File: src/rtl/uart_cmd_ctrl_if.sv
// Register-bus link between the UART command controller and the register file.
//   bus_req   : request, held until ack or timeout (master -> slave)
//   bus_we    : 1=write, 0=read, stable while bus_req=1
//   bus_addr  : 16-bit register address, stable while bus_req=1
//   bus_wdata : write data, stable while bus_req=1
//   bus_ack   : single-cycle completion (slave -> master)
//   bus_rdata : read data, valid in the bus_ack cycle
interface uart_cmd_ctrl_if;
  logic        bus_req;
  logic        bus_we;
  logic [15:0] bus_addr;
  logic [7:0]  bus_wdata;
  logic        bus_ack;
  logic [7:0]  bus_rdata;

  modport master (
    output bus_req, bus_we, bus_addr, bus_wdata,
    input  bus_ack, bus_rdata
  );

  modport slave (
    input  bus_req, bus_we, bus_addr, bus_wdata,
    output bus_ack, bus_rdata
  );
endinterface

File: src/rtl/uart_cmd_ctrl.sv
// UART command controller: pops framed read/write packets from the UART
// receive FIFO, runs one register-bus transaction each and pushes the
// response bytes (0x06 [+ data] or 0x15) into the UART transmit FIFO.
//   clk_main, rst_n : clock, async active-low reset
//   uart_rf_empty, uart_rd_data, uart_rd_stb : receive FIFO pop side
//   uart_tf_full, uart_wr_stb, uart_wr_data  : transmit FIFO push side
//   rbus    : register-bus master (req/we/addr/wdata out, ack/rdata in)
//   busy    : controller not in IDLE
//   err_cnt : saturating count of bad opcodes and timeouts
module uart_cmd_ctrl #(
  parameter logic [31:0] RX_TIMEOUT  = 32'd100000,
  parameter logic [15:0] BUS_TIMEOUT = 16'd255
) (
  input  logic                   clk_main,
  input  logic                   rst_n,
  input  logic                   uart_rf_empty,
  input  logic [7:0]             uart_rd_data,
  output logic                   uart_rd_stb,
  input  logic                   uart_tf_full,
  output logic                   uart_wr_stb,
  output logic [7:0]             uart_wr_data,
  uart_cmd_ctrl_if.master        rbus,
  output logic                   busy,
  output logic [7:0]             err_cnt
);

  localparam int unsigned AW    = 16;
  localparam int unsigned DW    = 8;
  localparam int unsigned RXCW  = 32;
  localparam int unsigned BUSCW = 16;

  localparam logic [DW-1:0] OP_WR   = 8'h57;
  localparam logic [DW-1:0] OP_RD   = 8'h52;
  localparam logic [DW-1:0] RSP_ACK = 8'h06;
  localparam logic [DW-1:0] RSP_NAK = 8'h15;

  typedef enum logic [2:0] {
    IDLE, GET_AH, GET_AL, GET_D, BUS, TX_ACK, TX_DATA, TX_NAK
  } state_t;

  state_t            state_q, state_d;
  logic              is_wr_q, is_wr_d;
  logic [DW-1:0]     rdata_q, rdata_d;
  logic [RXCW-1:0]   rx_cnt_q, rx_cnt_d;
  logic [BUSCW-1:0]  bus_cnt_q, bus_cnt_d;
  logic [DW-1:0]     err_cnt_d;
  logic              err_inc;
  logic              req_d, we_d;
  logic [AW-1:0]     addr_d;
  logic [DW-1:0]     wdata_d;
  logic              rx_pop, tx_push;

  // State register and all registered datapath / outputs
  always_ff @(posedge clk_main or negedge rst_n) begin
    if (!rst_n) begin
      state_q        <= IDLE;
      is_wr_q        <= 1'b0;
      rdata_q        <= '0;
      rx_cnt_q       <= '0;
      bus_cnt_q      <= '0;
      err_cnt        <= '0;
      busy           <= 1'b0;
      rbus.bus_req   <= 1'b0;
      rbus.bus_we    <= 1'b0;
      rbus.bus_addr  <= '0;
      rbus.bus_wdata <= '0;
    end else begin
      state_q        <= state_d;
      is_wr_q        <= is_wr_d;
      rdata_q        <= rdata_d;
      rx_cnt_q       <= rx_cnt_d;
      bus_cnt_q      <= bus_cnt_d;
      err_cnt        <= err_cnt_d;
      busy           <= (state_d != IDLE);
      rbus.bus_req   <= req_d;
      rbus.bus_we    <= we_d;
      rbus.bus_addr  <= addr_d;
      rbus.bus_wdata <= wdata_d;
    end
  end

  // Next-state, datapath next values and FIFO strobes
  always_comb begin
    state_d      = state_q;
    is_wr_d      = is_wr_q;
    rdata_d      = rdata_q;
    rx_cnt_d     = rx_cnt_q;
    bus_cnt_d    = bus_cnt_q;
    err_inc      = 1'b0;
    req_d        = rbus.bus_req;
    we_d         = rbus.bus_we;
    addr_d       = rbus.bus_addr;
    wdata_d      = rbus.bus_wdata;
    rx_pop       = 1'b0;
    tx_push      = 1'b0;
    uart_wr_data = '0;

    unique case (state_q)
      IDLE, GET_AH, GET_AL, GET_D: rx_pop = !uart_rf_empty;
      TX_ACK, TX_DATA, TX_NAK:     tx_push = !uart_tf_full;
      default: ;
    endcase

    unique case (state_q)
      TX_ACK:  uart_wr_data = RSP_ACK;
      TX_DATA: uart_wr_data = rdata_q;
      TX_NAK:  uart_wr_data = RSP_NAK;
      default: uart_wr_data = '0;
    endcase

    // Inside a packet, a cycle without a pop ages the inter-byte timer.
    if ((state_q == GET_AH || state_q == GET_AL || state_q == GET_D) && !rx_pop) begin
      if (rx_cnt_q == RX_TIMEOUT - 32'd1) begin
        state_d = IDLE;
        err_inc = 1'b1;
      end else begin
        rx_cnt_d = rx_cnt_q + RXCW'(1);
      end
    end

    unique case (state_q)
      IDLE: begin
        if (rx_pop) begin
          rx_cnt_d = '0;
          if (uart_rd_data == OP_WR) begin
            is_wr_d = 1'b1;
            state_d = GET_AH;
          end else if (uart_rd_data == OP_RD) begin
            is_wr_d = 1'b0;
            state_d = GET_AH;
          end else begin
            state_d = TX_NAK;
            err_inc = 1'b1;
          end
        end
      end
      GET_AH: begin
        if (rx_pop) begin
          addr_d[15:8] = uart_rd_data;
          rx_cnt_d     = '0;
          state_d      = GET_AL;
        end
      end
      GET_AL: begin
        if (rx_pop) begin
          addr_d[7:0] = uart_rd_data;
          rx_cnt_d    = '0;
          if (is_wr_q) begin
            state_d = GET_D;
          end else begin
            state_d   = BUS;
            req_d     = 1'b1;
            we_d      = 1'b0;
            bus_cnt_d = '0;
          end
        end
      end
      GET_D: begin
        if (rx_pop) begin
          wdata_d   = uart_rd_data;
          state_d   = BUS;
          req_d     = 1'b1;
          we_d      = is_wr_q;
          bus_cnt_d = '0;
        end
      end
      BUS: begin
        // Ack in the timeout cycle still counts as success.
        if (rbus.bus_ack) begin
          req_d   = 1'b0;
          state_d = TX_ACK;
          if (!is_wr_q) rdata_d = rbus.bus_rdata;
        end else if (bus_cnt_q == BUS_TIMEOUT - 16'd1) begin
          req_d   = 1'b0;
          state_d = TX_NAK;
          err_inc = 1'b1;
        end else begin
          bus_cnt_d = bus_cnt_q + BUSCW'(1);
        end
      end
      TX_ACK:  if (tx_push) state_d = is_wr_q ? IDLE : TX_DATA;
      TX_DATA: if (tx_push) state_d = IDLE;
      TX_NAK:  if (tx_push) state_d = IDLE;
      default: state_d = IDLE;
    endcase

    err_cnt_d = (err_inc && err_cnt != 8'hFF) ? err_cnt + DW'(1) : err_cnt;
  end

  // Strobes are held off for the whole reset pulse.
  assign uart_rd_stb = rst_n && rx_pop;
  assign uart_wr_stb = rst_n && tx_push;

endmodule

File: src/flat_wrapper.sv
// flat-port wrapper written by rule: the top's interface ports become plain ports
module uart_cmd_ctrl_flat 
#(
  parameter logic [31:0] RX_TIMEOUT  = 32'd100000,
  parameter logic [15:0] BUS_TIMEOUT = 16'd255
)
  (clk_main, rst_n, uart_rf_empty, uart_rd_data, uart_rd_stb, uart_tf_full, uart_wr_stb, uart_wr_data, busy, err_cnt, rbus_bus_req, rbus_bus_we, rbus_bus_addr, rbus_bus_wdata, rbus_bus_ack, rbus_bus_rdata);
  uart_cmd_ctrl_if rbus_i ();
  input  logic clk_main;
  input  logic rst_n;
  input  logic uart_rf_empty;
  input  logic [7:0] uart_rd_data;
  output logic uart_rd_stb;
  input  logic uart_tf_full;
  output logic uart_wr_stb;
  output logic [7:0] uart_wr_data;
  output logic busy;
  output logic [7:0] err_cnt;
  output wire logic [$bits(rbus_i.bus_req)-1:0] rbus_bus_req;
  output wire logic [$bits(rbus_i.bus_we)-1:0] rbus_bus_we;
  output wire logic [$bits(rbus_i.bus_addr)-1:0] rbus_bus_addr;
  output wire logic [$bits(rbus_i.bus_wdata)-1:0] rbus_bus_wdata;
  input wire logic [$bits(rbus_i.bus_ack)-1:0] rbus_bus_ack;
  input wire logic [$bits(rbus_i.bus_rdata)-1:0] rbus_bus_rdata;
  assign rbus_bus_req = rbus_i.bus_req;
  assign rbus_bus_we = rbus_i.bus_we;
  assign rbus_bus_addr = rbus_i.bus_addr;
  assign rbus_bus_wdata = rbus_i.bus_wdata;
  assign rbus_i.bus_ack = rbus_bus_ack;
  assign rbus_i.bus_rdata = rbus_bus_rdata;
  uart_cmd_ctrl #(.RX_TIMEOUT(RX_TIMEOUT), .BUS_TIMEOUT(BUS_TIMEOUT)) u_core (.clk_main(clk_main), .rst_n(rst_n), .uart_rf_empty(uart_rf_empty), .uart_rd_data(uart_rd_data), .uart_rd_stb(uart_rd_stb), .uart_tf_full(uart_tf_full), .uart_wr_stb(uart_wr_stb), .uart_wr_data(uart_wr_data), .rbus(rbus_i), .busy(busy), .err_cnt(err_cnt));
endmodule
File: config.mk
export PLATFORM = sky130hd
export DESIGN_NAME = uart_cmd_ctrl_flat
export DESIGN_NICKNAME = d
export VERILOG_FILES = /design/src/rtl/uart_cmd_ctrl_if.sv /design/src/rtl/uart_cmd_ctrl.sv /design/src/flat_wrapper.sv
export SDC_FILE = /design/constraint.sdc
export NUM_CORES = 1
export LEC_CHECK = 0
export BUFFER_PORTS_ARGS = -buffer_cell sky130_fd_sc_hd__buf_2
export CORE_AREA = 2 2 101 103
export DETAILED_ROUTE_END_ITERATION = 16
export DIE_AREA = 0 0 103 105
export PLACE_DENSITY = 0.82
export SYNTH_ARGS = -nofsm -noshare
export SYNTH_HDL_FRONTEND = slang
export SYNTH_SLANG_ARGS = --single-unit
File: constraint.sdc
create_clock -name clk_main -period 2.6 [get_ports clk_main]
set_clock_uncertainty 0.05 [all_clocks]
set_input_delay 0.39 -clock clk_main [delete_from_list [all_inputs] [get_ports clk_main]]
set_output_delay 0.39 -clock clk_main [all_outputs]
set_load 0.02 [all_outputs]
==> impl_metrics.env <==
export IMPL_tightest_slew_ns=0.641
export IMPL_grt_max_degree=52
export IMPL_clk_pin_slew_ns=0.09
export IMPL_hold_path_class="in2async"
export IMPL_row_count=36
export IMPL_insertion_delay_ns=0.37
export IMPL_crit_chain="ha_1 -> nand4_4 -> or4_4 -> or4_4 -> nand3_4 -> nand4_2 -> mux2_4"
export IMPL_drc=0
export IMPL_final_cell_mix="dfrtp_1, buf_2, nor2_1"
export IMPL_status="finished clean"
export IMPL_slew_violations=0
export IMPL_synth_top_area_frac=0.500
export IMPL_setup_viol=0
export IMPL_required_ns=2.80
export IMPL_cts_made_buffers=9
export IMPL_worstSetupPathType="reg2reg"
export IMPL_synth_ff_type="dfrtp_1"
export IMPL_fp_dieH_um=105
export IMPL_fmax_mhz=402
export IMPL_power_mw=4.92
export IMPL_layout_min_cycle_time_ns=2.49
export IMPL_layout_nets=555
export IMPL_ys_ff_latch=95
export IMPL_postLayoutSetupSlackWorst_ns=0.114
export IMPL_rsz0062_at_grt="false"
export IMPL_post_route_period_util=0.956
export IMPL_crit_path_start_kind="register"
export IMPL_hold_viol_final=0
export IMPL_synthCells=459
export IMPL_ys_async_sr_fraction=1.00
export IMPL_vias=3643
export IMPL_gp_congestion=0.830
export IMPL_max_stage_delay_ns=0.54
export IMPL_final_common_cell="dfrtp_1"
export IMPL_htree_levels=3
export IMPL_grt_pass1_wl_um=17300
export IMPL_io_pins=66
export IMPL_n_antenna_cell=0
export IMPL_antenna_left=0
export IMPL_cts_hold_buf=0
export IMPL_cts_buffer_depth=2
export IMPL_fp_dieW_um=103
export IMPL_dieArea_um2=10800
export IMPL_postSynthAreaPerCell_um2=10.4
export IMPL_pre_cts_slack_ns=0.132
export IMPL_power_density_nw_per_um2=898
export IMPL_ys_warn_count=0
export IMPL_wl_um=10100
export IMPL_start_util=0.494
export IMPL_irDropWorstVdd_uv=404
export IMPL_cts_tree="done"
export IMPL_cpLargestDelayFamily="simple AND/OR/NAND/NOR gates"
export IMPL_syn_num_nets=484
export IMPL_p_leak_nw=2.50
export IMPL_cp_max_fo=7
export IMPL_cpMostUsedCell="or4_4"
export IMPL_yosysUniqueCellTypes=55
export IMPL_synth_area_leaders="dfrtp_1, mux2_2, xnor2_1"
export IMPL_drt_vias_per_instance=5.45
export IMPL_coreArea_um2=9640
export IMPL_post_cts_buffers=0
export IMPL_drive_above_1_share=0.265
export IMPL_slowest_stage="or4_4"
export IMPL_synth_top_area_cell="dfrtp_1"
export IMPL_relSlewSlack=0.569
export IMPL_antenna_found_initial=0
export IMPL_grt_pass1_vias=3702
export IMPL_wl_per_cell_um=15.1
export IMPL_drt_iter0_markers=250
export IMPL_synth_edf_count=0
export IMPL_drv_cap=0
export IMPL_dr_pass1_iters=5
export IMPL_cts_resized=0
export IMPL_seq_area_frac_synth=0.500
export IMPL_cts_sinks=95
export IMPL_cp_arrival_ns=2.68
export IMPL_cts_root_buf="clkbuf_8"
export IMPL_fin_tns_setup_ns=0
export IMPL_path_buf_inv=0
export IMPL_crit_path_end_kind="register"
export IMPL_syn_area_um2=4760
export IMPL_placed_area_um2=5280
export IMPL_portBuffers=65
export IMPL_dp_hpwl_um=7210
export IMPL_fin_area_um2=5480
export IMPL_grt_util_all_layers=0.201
export IMPL_area_delta_synth_final_pct=15.2
export IMPL_grt_ovfl_total=0
## cell usage after synthesis (all sizes together), types with 13 or more instances
| master | n |
|---|---|
| nor2 | 56 |
| dfrtp | 95 |
| nand3 | 21 |
| clkbuf | 16 |
| mux2 | 34 |
| nand2 | 32 |
| nor3 | 13 |
| and3 | 18 |
| a21oi | 14 |
| xnor2 | 34 |
| nor4 | 17 |
| nand4 | 15 |
## cell families after synthesis
| group | after synthesis | share of synthesized area |
|---|---|---|
| DFF | 95 | 0.500 |
| adders and majority gates | 4 | 0.0105 |
| muxes | 34 | 0.0820 |
| AOI/OAI and AO/OA | 37 | 0.0460 |
| buffers and inverters | 23 | 0.0192 |
| and+or+nand+nor | 221 | 0.260 |
| xor gates and xnor gates | 45 | 0.0828 |
## power by group
| part | leakage, nW | total [mW] | switching, mW | internal, mW |
|---|---|---|---|---|
| Clock | 0.104 | 1.04 | 0.499 | 0.540 |
| Sequential | 1.24 | 2.09 | 0.248 | 1.84 |
| Combinational | 1.15 | 1.79 | 1.06 | 0.730 |
| Total | 2.50 | 4.92 | 1.81 | 3.11 |
## flip-flops by register name (all words and copies together) (netlist names)
signal / flops
u_core.rx_cnt_q: 32
u_core.rbus.bus_wdata: 8
u_core.bus_cnt_q: 16
u_core.state_q: 3
u_core.rbus.bus_we: 1
u_core.rdata_q: 8
u_core.is_wr_q: 1
u_core.rbus.bus_addr: 16
u_core.err_cnt: 8
u_core.rbus.bus_req: 1
u_core.busy: 1
## final cells by class
class	instances	area (um2)
timing repair buffer	78	425
clock inverter	4	70.1
fill	862	4160
sequential	95	2380
tap	133	166
multi-input combinational	341	2290
clock buffer	12	135
inverter	5	18.8
## layer usage
metal / GRT usage / up-vias / share of wire
li1: - / 1769 / -
met1: 0.266 / 1789 / 0.45
met4: 0.0648 / 0 / 0.019
met5: 0 / - / 0
met2: 0.327 / 72 / 0.49
met3: 0.0448 / 13 / 0.039
## stage by stage
stage                     utilization  hold slack, ns  cells
after floorplan                     -          0.0444    459
after global placement          0.548           0.419    652
after detailed placement        0.548           0.437    652
after CTS                       0.569           0.100    668
after global routing            0.569           0.138    668
final                           0.569          0.0914    668
## path summary, 6_finish.rpt
check	start	to	slack, ns	depth (start not counted)
max	u_core.rx_cnt_q[0]$_DFF_PN0_	u_core.err_cnt[7]$_DFFE_PN0P_	0.11	7
min	rst_n	u_core.rdata_q[6]$_DFFE_PN0P_	0.09	2
max reg2reg	u_core.rx_cnt_q[0]$_DFF_PN0_	u_core.err_cnt[7]$_DFFE_PN0P_	0.11	7
min reg2reg	u_core.err_cnt[6]$_DFFE_PN0P_	u_core.err_cnt[6]$_DFFE_PN0P_	0.44	1
max in group asynchronous	rst_n	u_core.err_cnt[4]$_DFFE_PN0P_	1.94	2
min in group clk_main	rbus_bus_rdata[2]	u_core.rdata_q[2]$_DFFE_PN0P_	0.20	2
(Power assumes the default switching activity.)
